==> config.mk <==
export PLATFORM = sky130hd
export DESIGN_NAME = display_scan_ctrl
export DESIGN_NICKNAME = d
export VERILOG_FILES = /design/src/rtl/disp_pkg.sv /design/src/rtl/bin2bcd_seq.sv /design/src/rtl/display_scan_ctrl.sv
export SDC_FILE = /design/constraint.sdc
export NUM_CORES = 1
export LEC_CHECK = 0
export ABC_AREA = 1
export CORE_ASPECT_RATIO = 1.2
export CORE_UTILIZATION = 40
export CTS_BUF_LIST = sky130_fd_sc_hd__clkbuf_16
export DETAILED_ROUTE_END_ITERATION = 7
export GPL_ROUTABILITY_DRIVEN = 0
export PLACE_DENSITY = 0.63
export SYNTH_ARGS = -nofsm -noshare
export SYNTH_HDL_FRONTEND = slang
export SYNTH_HIERARCHICAL = 1
export SYNTH_SLANG_ARGS = --single-unit
==> constraint.sdc <==
create_clock -name clk -period 1.8 [get_ports clk]
set_clock_uncertainty 0.15 [all_clocks]
set_input_delay 0.36 -clock clk [delete_from_list [all_inputs] [get_ports clk]]
set_output_delay 0.36 -clock clk [all_outputs]
set_load 0.02 [all_outputs]
==> src/rtl/disp_pkg.sv <==
// Shared types and constants for the seven-segment scan controller.
//   state_e      : glue FSM states (IDLE, CONV, LATCH)
//   MINUS_CODE   : digit code the cathode decoder renders as '-'
//   NBCD         : BCD digits kept for a 16-bit magnitude
//   SIGN_SLOT    : fixed sign position when leading-zero blanking is off
//   bcd_digits_t : packed BCD digit vector, index 0 = units
//   msd_index    : position of the most significant non-zero digit (0 for zero)
package disp_pkg;

   typedef enum logic [1:0] {IDLE, CONV, LATCH} state_e;

   localparam logic [3:0]  MINUS_CODE = 4'b1010;
   localparam int unsigned NBCD       = 5;
   localparam int unsigned SIGN_SLOT  = 5;

   typedef logic [NBCD-1:0][3:0] bcd_digits_t;

   function automatic int unsigned msd_index(input bcd_digits_t d);
      int unsigned m;
      m = 0;
      for (int unsigned i = 0; i < NBCD; i++) begin
         if (d[i] != 4'd0) m = i;
      end
      return m;
   endfunction

endpackage

==> src/rtl/bin2bcd_seq.sv <==
// Sequential double-dabble binary to BCD converter.
// A start_i pulse while idle loads mag_i and clears the BCD accumulator; the
// following W cycles each perform one add-3/shift step.
//   clk, rst_n : clock, asynchronous active-low reset
//   start_i    : load request, ignored while busy_o
//   mag_i      : unsigned magnitude to convert
//   busy_o     : conversion in progress
//   done_o     : high during the cycle whose closing edge performs the last shift
//   bcd_o      : BCD accumulator, final once busy_o drops
module bin2bcd_seq
   import disp_pkg::*;
#(
   parameter int unsigned W = 16
) (
   input  logic         clk,
   input  logic         rst_n,
   input  logic         start_i,
   input  logic [W-1:0] mag_i,
   output logic         busy_o,
   output logic         done_o,
   output bcd_digits_t  bcd_o
);

   localparam int unsigned CW = (W > 1) ? $clog2(W) : 1;
   localparam logic [CW-1:0] LastBit = CW'(W - 1);

   bcd_digits_t                bcd_q, bcd_d, adj;
   logic [W-1:0]               mag_q, mag_d;
   logic [CW-1:0]              cnt_q;
   logic                       busy_q;
   logic [4*NBCD+W-1:0]        shifted;

   always_comb begin
      for (int unsigned i = 0; i < NBCD; i++) begin
         adj[i] = (bcd_q[i] >= 4'd5) ? bcd_q[i] + 4'd3 : bcd_q[i];
      end
      shifted        = {adj, mag_q} << 1;
      {bcd_d, mag_d} = shifted;
   end

   always_ff @(posedge clk or negedge rst_n) begin
      if (!rst_n) begin
         bcd_q  <= '0;
         mag_q  <= '0;
         cnt_q  <= '0;
         busy_q <= 1'b0;
      end else if (!busy_q) begin
         if (start_i) begin
            bcd_q  <= '0;
            mag_q  <= mag_i;
            cnt_q  <= '0;
            busy_q <= 1'b1;
         end
      end else begin
         bcd_q <= bcd_d;
         mag_q <= mag_d;
         cnt_q <= cnt_q + 1'b1;
         if (cnt_q == LastBit) busy_q <= 1'b0;
      end
   end

   assign busy_o = busy_q;
   assign done_o = busy_q && (cnt_q == LastBit);
   assign bcd_o  = bcd_q;

endmodule

==> src/rtl/display_scan_ctrl.sv <==
// Seven-segment scan controller for the Booth multiplier product.
// Converts a signed product to sign + 5 BCD digits, latches them, and
// time-multiplexes them onto NDIG active-low anodes (slot 0 = rightmost).
//   clk, rst_n : clock, asynchronous active-low reset
//   valid      : load strobe, accepted only in IDLE
//   producto   : signed product
//   digito     : digit code for the cathode decoder (0-9, 4'b1010 = minus)
//   anodo      : active-low anode enables, registered together with digito
//   busy       : conversion (CONV or LATCH) in progress
//   done       : one-cycle pulse when new digits reach the display registers
// Build option LEADING_ZERO_BLANK_EN: blank leading zeros and float the minus
// sign to just left of the most significant shown digit.
module display_scan_ctrl
   import disp_pkg::*;
#(
   parameter int unsigned W           = 16,
   parameter int unsigned NDIG        = 8,
   parameter int unsigned REFRESH_DIV = 100000
) (
   input  logic            clk,
   input  logic            rst_n,
   input  logic            valid,
   input  logic [W-1:0]    producto,
   output logic [3:0]      digito,
   output logic [NDIG-1:0] anodo,
   output logic            busy,
   output logic            done
);

   localparam int unsigned IW = (NDIG > 1) ? $clog2(NDIG) : 1;
   localparam int unsigned RW = (REFRESH_DIV > 1) ? $clog2(REFRESH_DIV) : 1;
   localparam logic [RW-1:0] RefLast = RW'(REFRESH_DIV - 1);
   localparam logic [IW-1:0] IdxLast = IW'(NDIG - 1);

   // ---------------- conversion FSM ----------------
   state_e       state_q, state_d;
   logic         start, latch_en, eng_busy, eng_done;
   logic [W-1:0] mag_in;
   logic         sign_conv_q;
   bcd_digits_t  eng_bcd;

   assign start  = (state_q == IDLE) && valid;
   // -32768 negates to itself, which read unsigned is the wanted 32768.
   assign mag_in = producto[W-1] ? (~producto + W'(1)) : producto;

   always_comb begin
      state_d  = state_q;
      latch_en = 1'b0;
      unique case (state_q)
         IDLE:    if (valid) state_d = CONV;
         CONV:    if (eng_done) state_d = LATCH;
         LATCH: begin
            latch_en = 1'b1;
            state_d  = IDLE;
         end
         default: state_d = IDLE;
      endcase
   end

   bin2bcd_seq #(
      .W (W)
   ) u_bin2bcd (
      .clk     (clk),
      .rst_n   (rst_n),
      .start_i (start),
      .mag_i   (mag_in),
      .busy_o  (eng_busy),
      .done_o  (eng_done),
      .bcd_o   (eng_bcd)
   );

   // ---------------- display registers ----------------
   bcd_digits_t     disp_bcd_q;
   logic            disp_neg_q;
   logic            done_q;
   logic [NBCD-1:0] show_mask;
   logic [IW-1:0]   sign_pos;

`ifdef LEADING_ZERO_BLANK_EN
   logic [NBCD-1:0] show_q, show_d;
   logic [IW-1:0]   sign_pos_q, sign_pos_d;

   always_comb begin
      int unsigned msd;
      msd        = msd_index(eng_bcd);
      show_d     = '0;
      for (int unsigned i = 0; i < NBCD; i++) begin
         if (i <= msd) show_d[i] = 1'b1;
      end
      sign_pos_d = IW'(msd + 1);
   end

   always_ff @(posedge clk or negedge rst_n) begin
      if (!rst_n) begin
         show_q     <= NBCD'(1);
         sign_pos_q <= IW'(1);
      end else if (latch_en) begin
         show_q     <= show_d;
         sign_pos_q <= sign_pos_d;
      end
   end

   assign show_mask = show_q;
   assign sign_pos  = sign_pos_q;
`else
   assign show_mask = '1;
   assign sign_pos  = IW'(SIGN_SLOT);
`endif

   always_ff @(posedge clk or negedge rst_n) begin
      if (!rst_n) begin
         state_q     <= IDLE;
         sign_conv_q <= 1'b0;
         disp_bcd_q  <= '0;
         disp_neg_q  <= 1'b0;
         done_q      <= 1'b0;
      end else begin
         state_q <= state_d;
         done_q  <= latch_en;
         if (start) sign_conv_q <= producto[W-1];
         if (latch_en) begin
            disp_bcd_q <= eng_bcd;
            disp_neg_q <= sign_conv_q;
         end
      end
   end

   assign busy = (state_q != IDLE);
   assign done = done_q;

   // ---------------- scan ----------------
   logic [RW-1:0]   ref_q;
   logic [IW-1:0]   idx_q;
   logic [NDIG-1:0] anodo_q, anodo_d;
   logic [3:0]      digito_q, digito_d;
   logic [3:0]      slot_dig;
   logic            slot_show;

   always_comb begin
      slot_dig  = 4'd0;
      slot_show = 1'b0;
      for (int unsigned i = 0; i < NBCD; i++) begin
         if (idx_q == IW'(i)) begin
            slot_dig  = disp_bcd_q[i];
            slot_show = show_mask[i];
         end
      end
      anodo_d  = '1;
      digito_d = 4'd0;
      if (disp_neg_q && (idx_q == sign_pos)) begin
         anodo_d  = ~(NDIG'(1) << idx_q);
         digito_d = MINUS_CODE;
      end else if (slot_show) begin
         anodo_d  = ~(NDIG'(1) << idx_q);
         digito_d = slot_dig;
      end
   end

   always_ff @(posedge clk or negedge rst_n) begin
      if (!rst_n) begin
         ref_q    <= '0;
         idx_q    <= '0;
         anodo_q  <= '1;
         digito_q <= 4'd0;
      end else begin
         anodo_q  <= anodo_d;
         digito_q <= digito_d;
         if (ref_q == RefLast) begin
            ref_q <= '0;
            idx_q <= (idx_q == IdxLast) ? '0 : idx_q + 1'b1;
         end else begin
            ref_q <= ref_q + 1'b1;
         end
      end
   end

   assign anodo  = anodo_q;
   assign digito = digito_q;

endmodule

==> run metrics, run 1 <==
synthesized area 0.00529 mm^2; Placed Cells 914; endpoints failing hold 0; CTS Buf Count 9; crit path kind flop to primary output; # diodes 0; met3 usage 0.0254; count of final setup violators 0; met2 Use GR 0.302; worst hold slack 0.332 ns; minimum clock period 1.75 ns; Max FO, Critical Path 1; largest area contributor in the netlist dfrtp_1; DRC viols 0; TritonCTS clock tree built; GRT Max-Usage Layer met2; adder-cell share of the synthesized area 0.0450; vias in the first global route 4479; drt first pass iters 5; leakage power 0.00337 uW; Cells after Synth 700; YS warnings 6; CTS Buffer Depth 2; outcome completed; Die ar. 0.0137 mm^2; vias per inst 4.84; predominant post-synthesis flop cell dfrtp_1; final setup margin 0.0472 ns; clk_lat worst skew 0.34 ns; register bit total from synthesis 98; Critical Path RT 1.29 ns; Die Height 128 um; worst min-delay path class flop to flop; Final Max Tran Viols 0; max cap viols 0; Initial Util 0.414; Layout Nets 804; grt ovf 0; most area-consuming cells after synthesis dfrtp_1, nand2_1, inv_1; Worst EP arrival 1.24 ns; fmax 571 MHz; detailed router's first-iteration violation count 231; Seq/Total Area, Yosys 0.466; largest family of logic cells by synthesized area simple AND/OR/NAND/NOR gates; ys async rst share 1.00; Crit path buffers/inverters 1; P&R area growth vs syn 20.9%; FF-to-FF path depth 8; routed vias 4522; Simple-Gate Fraction of Synth Area 0.324; Critical Path Sink Type primary output; CP startpoint kind flop; Peak VDD IR 0.461 mV; critical path cell sequence clkdlybuf4s50_1; Post-Syn Nets 738; Post-synth EDFFs 0; first-pass GRT wire length 19.2 mm; pre-CTS WS -0.330 ns; post-synthesis xor/xnor area fraction 0.0215; core area 0.0128 mm^2; normalized max-slew margin 0.662; setup slack, reg-to-reg 0.10 ns; met1 Use GR 0.206; period utilization 0.974; slowest cell delay on critical path 0.59 ns; Cells on Worst Hold Path 2; H-tree levels 3; Clock Pin Slew Worst Setup and Hold Paths 0.06 ns; RSZ-0062 raised after global routing yes; slowest CP cell clkdlybuf4s50_1; CP delay by family, top buffers and inverters; Post-synth top cells nand2_1, inv_1, dfrtp_1, nand3_1, nor2_1; Wirelength per Cell 11.5 um; IO Count 33; I/O Buffers 32; Cell Count, Final, Fillers Out 935; DRT antenna net count 0; area share of the leading cell type in the synthesized netlist 0.426; PD cells 667 mW/mm^2; Post-DP HPWL 8.06 mm; count leader, synth nand2_1; final WL 10.7 mm; clk sinks 98; Synth Area in Compound Gates 0.0554; Worst Tran Pin Value 0.504 ns; Clock Tree Root clkbuf_16; Critical Path Stages 1; die width 107 um; Cell Rows 45; share of layout cells above drive strength 1 0.113; mux contribution to synthesized area 0; initial antenna violation count 0; syn_area_per_cell 7.55 um^2; Total GRT Usage 0.172; unique cell type count in the Yosys netlist 35; largest net degree at the start of global routing 33
==> layout make-up <==
class / count / area [um^2]
Clock inverter: 7 / 60.1
Sequential cell: 98 / 2460
Clock buffer: 9 / 225
Timing Repair Buffer: 70 / 678
Multi-Input combinational cell: 491 / 2400
Inverter: 96 / 360
Fill cell: 1188 / 6390
Tap cell: 164 / 205
==> report_power, final <==
part | internal, uW | switching [uW] | leakage, uW
clock | 1060 | 798 | 0.000142
sequential | 2200 | 0 | 0.00116
combinational | 94.7 | 109 | 0.00207
total | 3360 | 907 | 0.00337
==> path summary, 6_finish.rpt <==
kind | endpoint | startpoint
setup / recovery | digito[3] | digito[3]
hold / removal | u_bin2bcd/mag_q[0] | u_bin2bcd/mag_q[0]
setup reg to reg | digito[1] | idx_q[0]
hold reg to reg | u_bin2bcd/mag_q[0] | u_bin2bcd/mag_q[0]
max in group asynchronous | u_bin2bcd/bcd_o[18] | rst_n
min in group asynchronous | ref_q[16] | rst_n
==> through the flow <==
| step | total power (uW) | cell area [um^2] | utilization | TNS (ns) |
|---|---|---|---|---|
| 2_1_floorplan | 2300 | 5290 | - | 0 |
| 3_3_place_gp | 2440 | 6030 | 0.472 | -1.83 |
| 3_5_place_dp | 2440 | 6030 | 0.472 | -2.36 |
| 4_1_cts | 4320 | 6310 | 0.494 | 0 |
| 5_1_grt | 4420 | 6390 | 0.500 | -0.0239 |
| 6_report | 4260 | 6390 | 0.500 | 0 |
==> repair_timing <==
action / CTS / global route
endpoints found under the setup margin: 9 / 17
endpoints found under the hold margin: 21 / 0
resized for setup: 10 / 17
gates cloned: 0 / 0
buffers inserted: 0 / 4
pin swaps: 0 / 2
hold buffers: 1 / 0
==> tightest hold or removal path: stages (launching register included) <==
cell     delay [ns]
dfrtp_1        0.34
nand2_1        0.06
nand2_1        0.05
==> sequential cells by signal, indices dropped and copies added (netlist names), 3 cells and up <==
signal,flops
ref_q,17
idx_q,3
disp_bcd_q,20
anodo,8
u_bin2bcd/cnt_q,4
u_bin2bcd/bcd_o,20
u_bin2bcd/mag_q,16
digito,4
==> cell usage in the layout, fill, tap and decap left out, types with 2 or more instances in the layout <==
cell type        count
a21oi_1              8
nor2_2               3
o211ai_1             2
clkdlybuf4s50_1     19
nor2_1              51
buf_4               32
dlymetal6s2s_1       3
nand3_2              2
nand3_1             59
ha_1                18
nand3b_1             3
inv_2                4
a22oi_1              5
buf_12               6
o21ai_1              3
xnor2_1              3
nor3_1               4
dfstp_2              8
dfrtp_1             90
nand4_1             12
clkbuf_16            9
inv_1               91
o21ai_0             24
nor2_4               4
nand2_2              6
dlygate4sd2_1        8
xor2_1              10
clkinv_1             4
o21ai_2              4
o22ai_1              4
clkinv_2             2
nand2_1            259
==> logic make-up after synthesis <==
family                   count (synthesis)
adder cells (fa/ha/maj)                 19
AO/OA/AOI/OAI                           51
XOR/XNOR                                13
buffers and inverters                  111
flip-flops                              98
AND/OR/NAND/NOR                        408
==> per-layer routing <==
metal  vias up  share of wire
met2        79           0.50
met1      2109           0.45
met3        14          0.028
met4         0          0.019
li1       2320              -
met5         -              0
Note: power is estimated with default switching activity, not from simulation.
==> inputs of run 2 (changes only) <==
--- a/config.mk
+++ b/config.mk
@@ -12,6 +12,7 @@
 export DETAILED_ROUTE_END_ITERATION = 7
 export GPL_ROUTABILITY_DRIVEN = 0
 export PLACE_DENSITY = 0.63
+export SLEW_MARGIN = 20
 export SYNTH_ARGS = -nofsm -noshare
 export SYNTH_HDL_FRONTEND = slang
 export SYNTH_HIERARCHICAL = 1
==> results of run 2 <==
The final DEF is identical to that of run 1; final timing and power are the same.
==> inputs of run 3 (changes only) <==
--- a/config.mk
+++ b/config.mk
@@ -7,6 +7,7 @@
 export LEC_CHECK = 0
 export ABC_AREA = 1
 export CORE_ASPECT_RATIO = 1.2
+export CORE_MARGIN = 4
 export CORE_UTILIZATION = 40
 export CTS_BUF_LIST = sky130_fd_sc_hd__clkbuf_16
 export DETAILED_ROUTE_END_ITERATION = 7
==> run metrics, run 3 (same netlist as run 1, synthesis figures left out) <==
Clock Tree Root clkbuf_16 (unchanged); CP startpoint kind flop (unchanged); DRC viols 0 (unchanged); endpoints failing hold 0 (unchanged); leakage power 0.00329 uW (was 0.00337 uW); Critical Path RT 1.29 ns (about the same); final setup TNS 0 ns (unchanged); Worst Tran Pin Value 0.536 ns (was 0.504 ns); drt first pass iters 4 (was 5); critical path cell sequence clkdlybuf4s50_1 (unchanged); period utilization 0.979 (was 0.974); IO Count 33 (unchanged); Post-DP HPWL 7.84 mm (was 8.06 mm); end of the critical path done (was digito[3]); worst min-delay path class input port to asynchronous set/reset pin (was flop to flop); vias in the first global route 4326 (was 4479); setup slack, reg-to-reg 0.12 ns (was 0.10 ns); fmax 567 MHz (was 571 MHz); PD cells 671 mW/mm^2 (was 667 mW/mm^2); NetSw 882 uW (was 907 uW); worst hold slack 0.306 ns (was 0.332 ns); Clock Pin Slew Worst Setup and Hold Paths 0.06 ns (about the same); worst r2r dst digito[1] (unchanged); slowest cell delay on critical path 0.59 ns (about the same); minimum clock period 1.76 ns (was 1.75 ns); Total GRT Usage 0.142 (was 0.172); Critical Path Stages 1 (unchanged); CTS Buf Count 9 (unchanged); share of layout cells above drive strength 1 0.107 (was 0.113); Critical Path Sink Type primary output (unchanged); combinational power share 0.046 (was 0.048); clk sinks 98 (unchanged); Peak VDD IR 0.423 mV (was 0.461 mV); detailed router's first-iteration violation count 269 (was 231); routed vias 4470 (was 4522); Crit path buffers/inverters 1 (unchanged); reg2reg start idx_q[0] (unchanged); Placed Cells 914 (unchanged); outcome completed (unchanged); Initial Util 0.414 (unchanged); H-tree levels 3 (unchanged); first-pass GRT wire length 18.2 mm (was 19.2 mm); Clk network pwr share 0.433 (was 0.436); Die ar. 0.0151 mm^2 (was 0.0137 mm^2); Cell Count, Final, Fillers Out 932 (was 935); normalized max-slew margin 0.640 (was 0.662); DRT antenna net count 0 (unchanged); initial antenna violation count 0 (unchanged); Filler cells 1214 (was 1188); commonest non-fill, non-tap cells in the layout nand2_1, inv_1, dfrtp_1, nand3_1, nor2_1 (unchanged); Layout Nets 801 (was 804); CP delay by family, top buffers and inverters (unchanged); crit path kind flop to primary output (unchanged); P&R area growth vs syn 19.2% (was 20.9%); Cell Rows 45 (unchanged); Max FO, Critical Path 1 (unchanged); final WL 10.5 mm (was 10.7 mm); Die Height 134 um (was 128 um); CTS Buffer Depth 2 (unchanged); max cap viols 0 (unchanged); Internal 3350 uW (was 3360 uW); largest net degree at the start of global routing 42 (was 33); Seq pwr share 0.521 (was 0.517); Worst EP arrival 1.25 ns (was 1.24 ns); commonest non-fill, non-tap cell in the layout nand2_1 (unchanged); vias per inst 4.80 (was 4.84); count of final setup violators 0 (unchanged); clk_lat worst skew 0.34 ns (about the same); Final Max Tran Viols 0 (unchanged); I/O Buffers 32 (unchanged); FF-to-FF path depth 8 (unchanged); TritonCTS clock tree built (unchanged); Wirelength per Cell 11.2 um (was 11.5 um); core area 0.0128 mm^2 (unchanged); slowest CP cell clkdlybuf4s50_1 (unchanged); die width 113 um (was 107 um); # diodes 0 (unchanged); grt ovf 0 (unchanged); CP Launch Point done (was digito[3]); switching portion of total power 0.208 (was 0.213)
## run 3: worst min path at each step
| stage | start | to | slack (ns) | cells past startpoint |
|---|---|---|---|---|
| 2_1_floorplan | rst_n | digito[0] | -0.09 | 0 |
| 3_3_place_gp | rst_n | ref_q[9] | 0.13 | 1 |
| 3_5_place_dp | rst_n | ref_q[9] | 0.13 | 1 |
| 4_1_cts | rst_n | ref_q[9] | 0.32 | 2 |
| 5_1_grt | rst_n | ref_q[9] | 0.32 | 2 |
| 6_report | rst_n | ref_q[9] | 0.31 | 2 |
## run 3: through the flow
| step | utilization | setup slack [ns] | cell area (um^2) | total power, uW |
|---|---|---|---|---|
| final | 0.493 | 0.0372 | 6300 | 4230 |
| after global routing | 0.493 | -0.00207 | 6300 | 4390 |
| after detailed placement | 0.469 | -0.306 | 5990 | 2440 |
| after global placement | 0.469 | -0.256 | 5990 | 2440 |
| after floorplan | - | 0.213 | 5290 | 2300 |
| after CTS | 0.491 | 0.0173 | 6270 | 4280 |
## run 3: timing repair
item	in CTS	in global routing
setup buffers	0	1
resized for setup	10	8
pin swaps	0	1
setup endpoints to repair	9	12
hold buffers	1	0
hold endpoints to repair	19	0
## run 3: power by group through the flow
stage	sequential [uW]	combinational (uW)	clock, uW
floorplan	2240	59.3	0
finish	2200	194	1830
global route	2200	223	1960
global placement	2240	193	0
detailed placement	2240	196	0
CTS	2200	198	1880
## run 3: routing by layer
layer	global-route usage	up-vias	part of all wire
met5	0	-	0
met4	0.0581	0	0.020
met3	0.0235	14	0.034
met2	0.259	76	0.49
met1	0.165	2069	0.45
li1	-	2311	-
## run 3: layout make-up
class,instances,area (um^2),area share
Tap cell,164,205,0.0326
Multi-Input combinational cell,491,2380,0.378
Clock inverter,7,55.1,0.00874
Timing Repair Buffer,67,609,0.0967
Inverter,96,360,0.0572
Clock buffer,9,225,0.0357
Sequential cell,98,2460,0.391
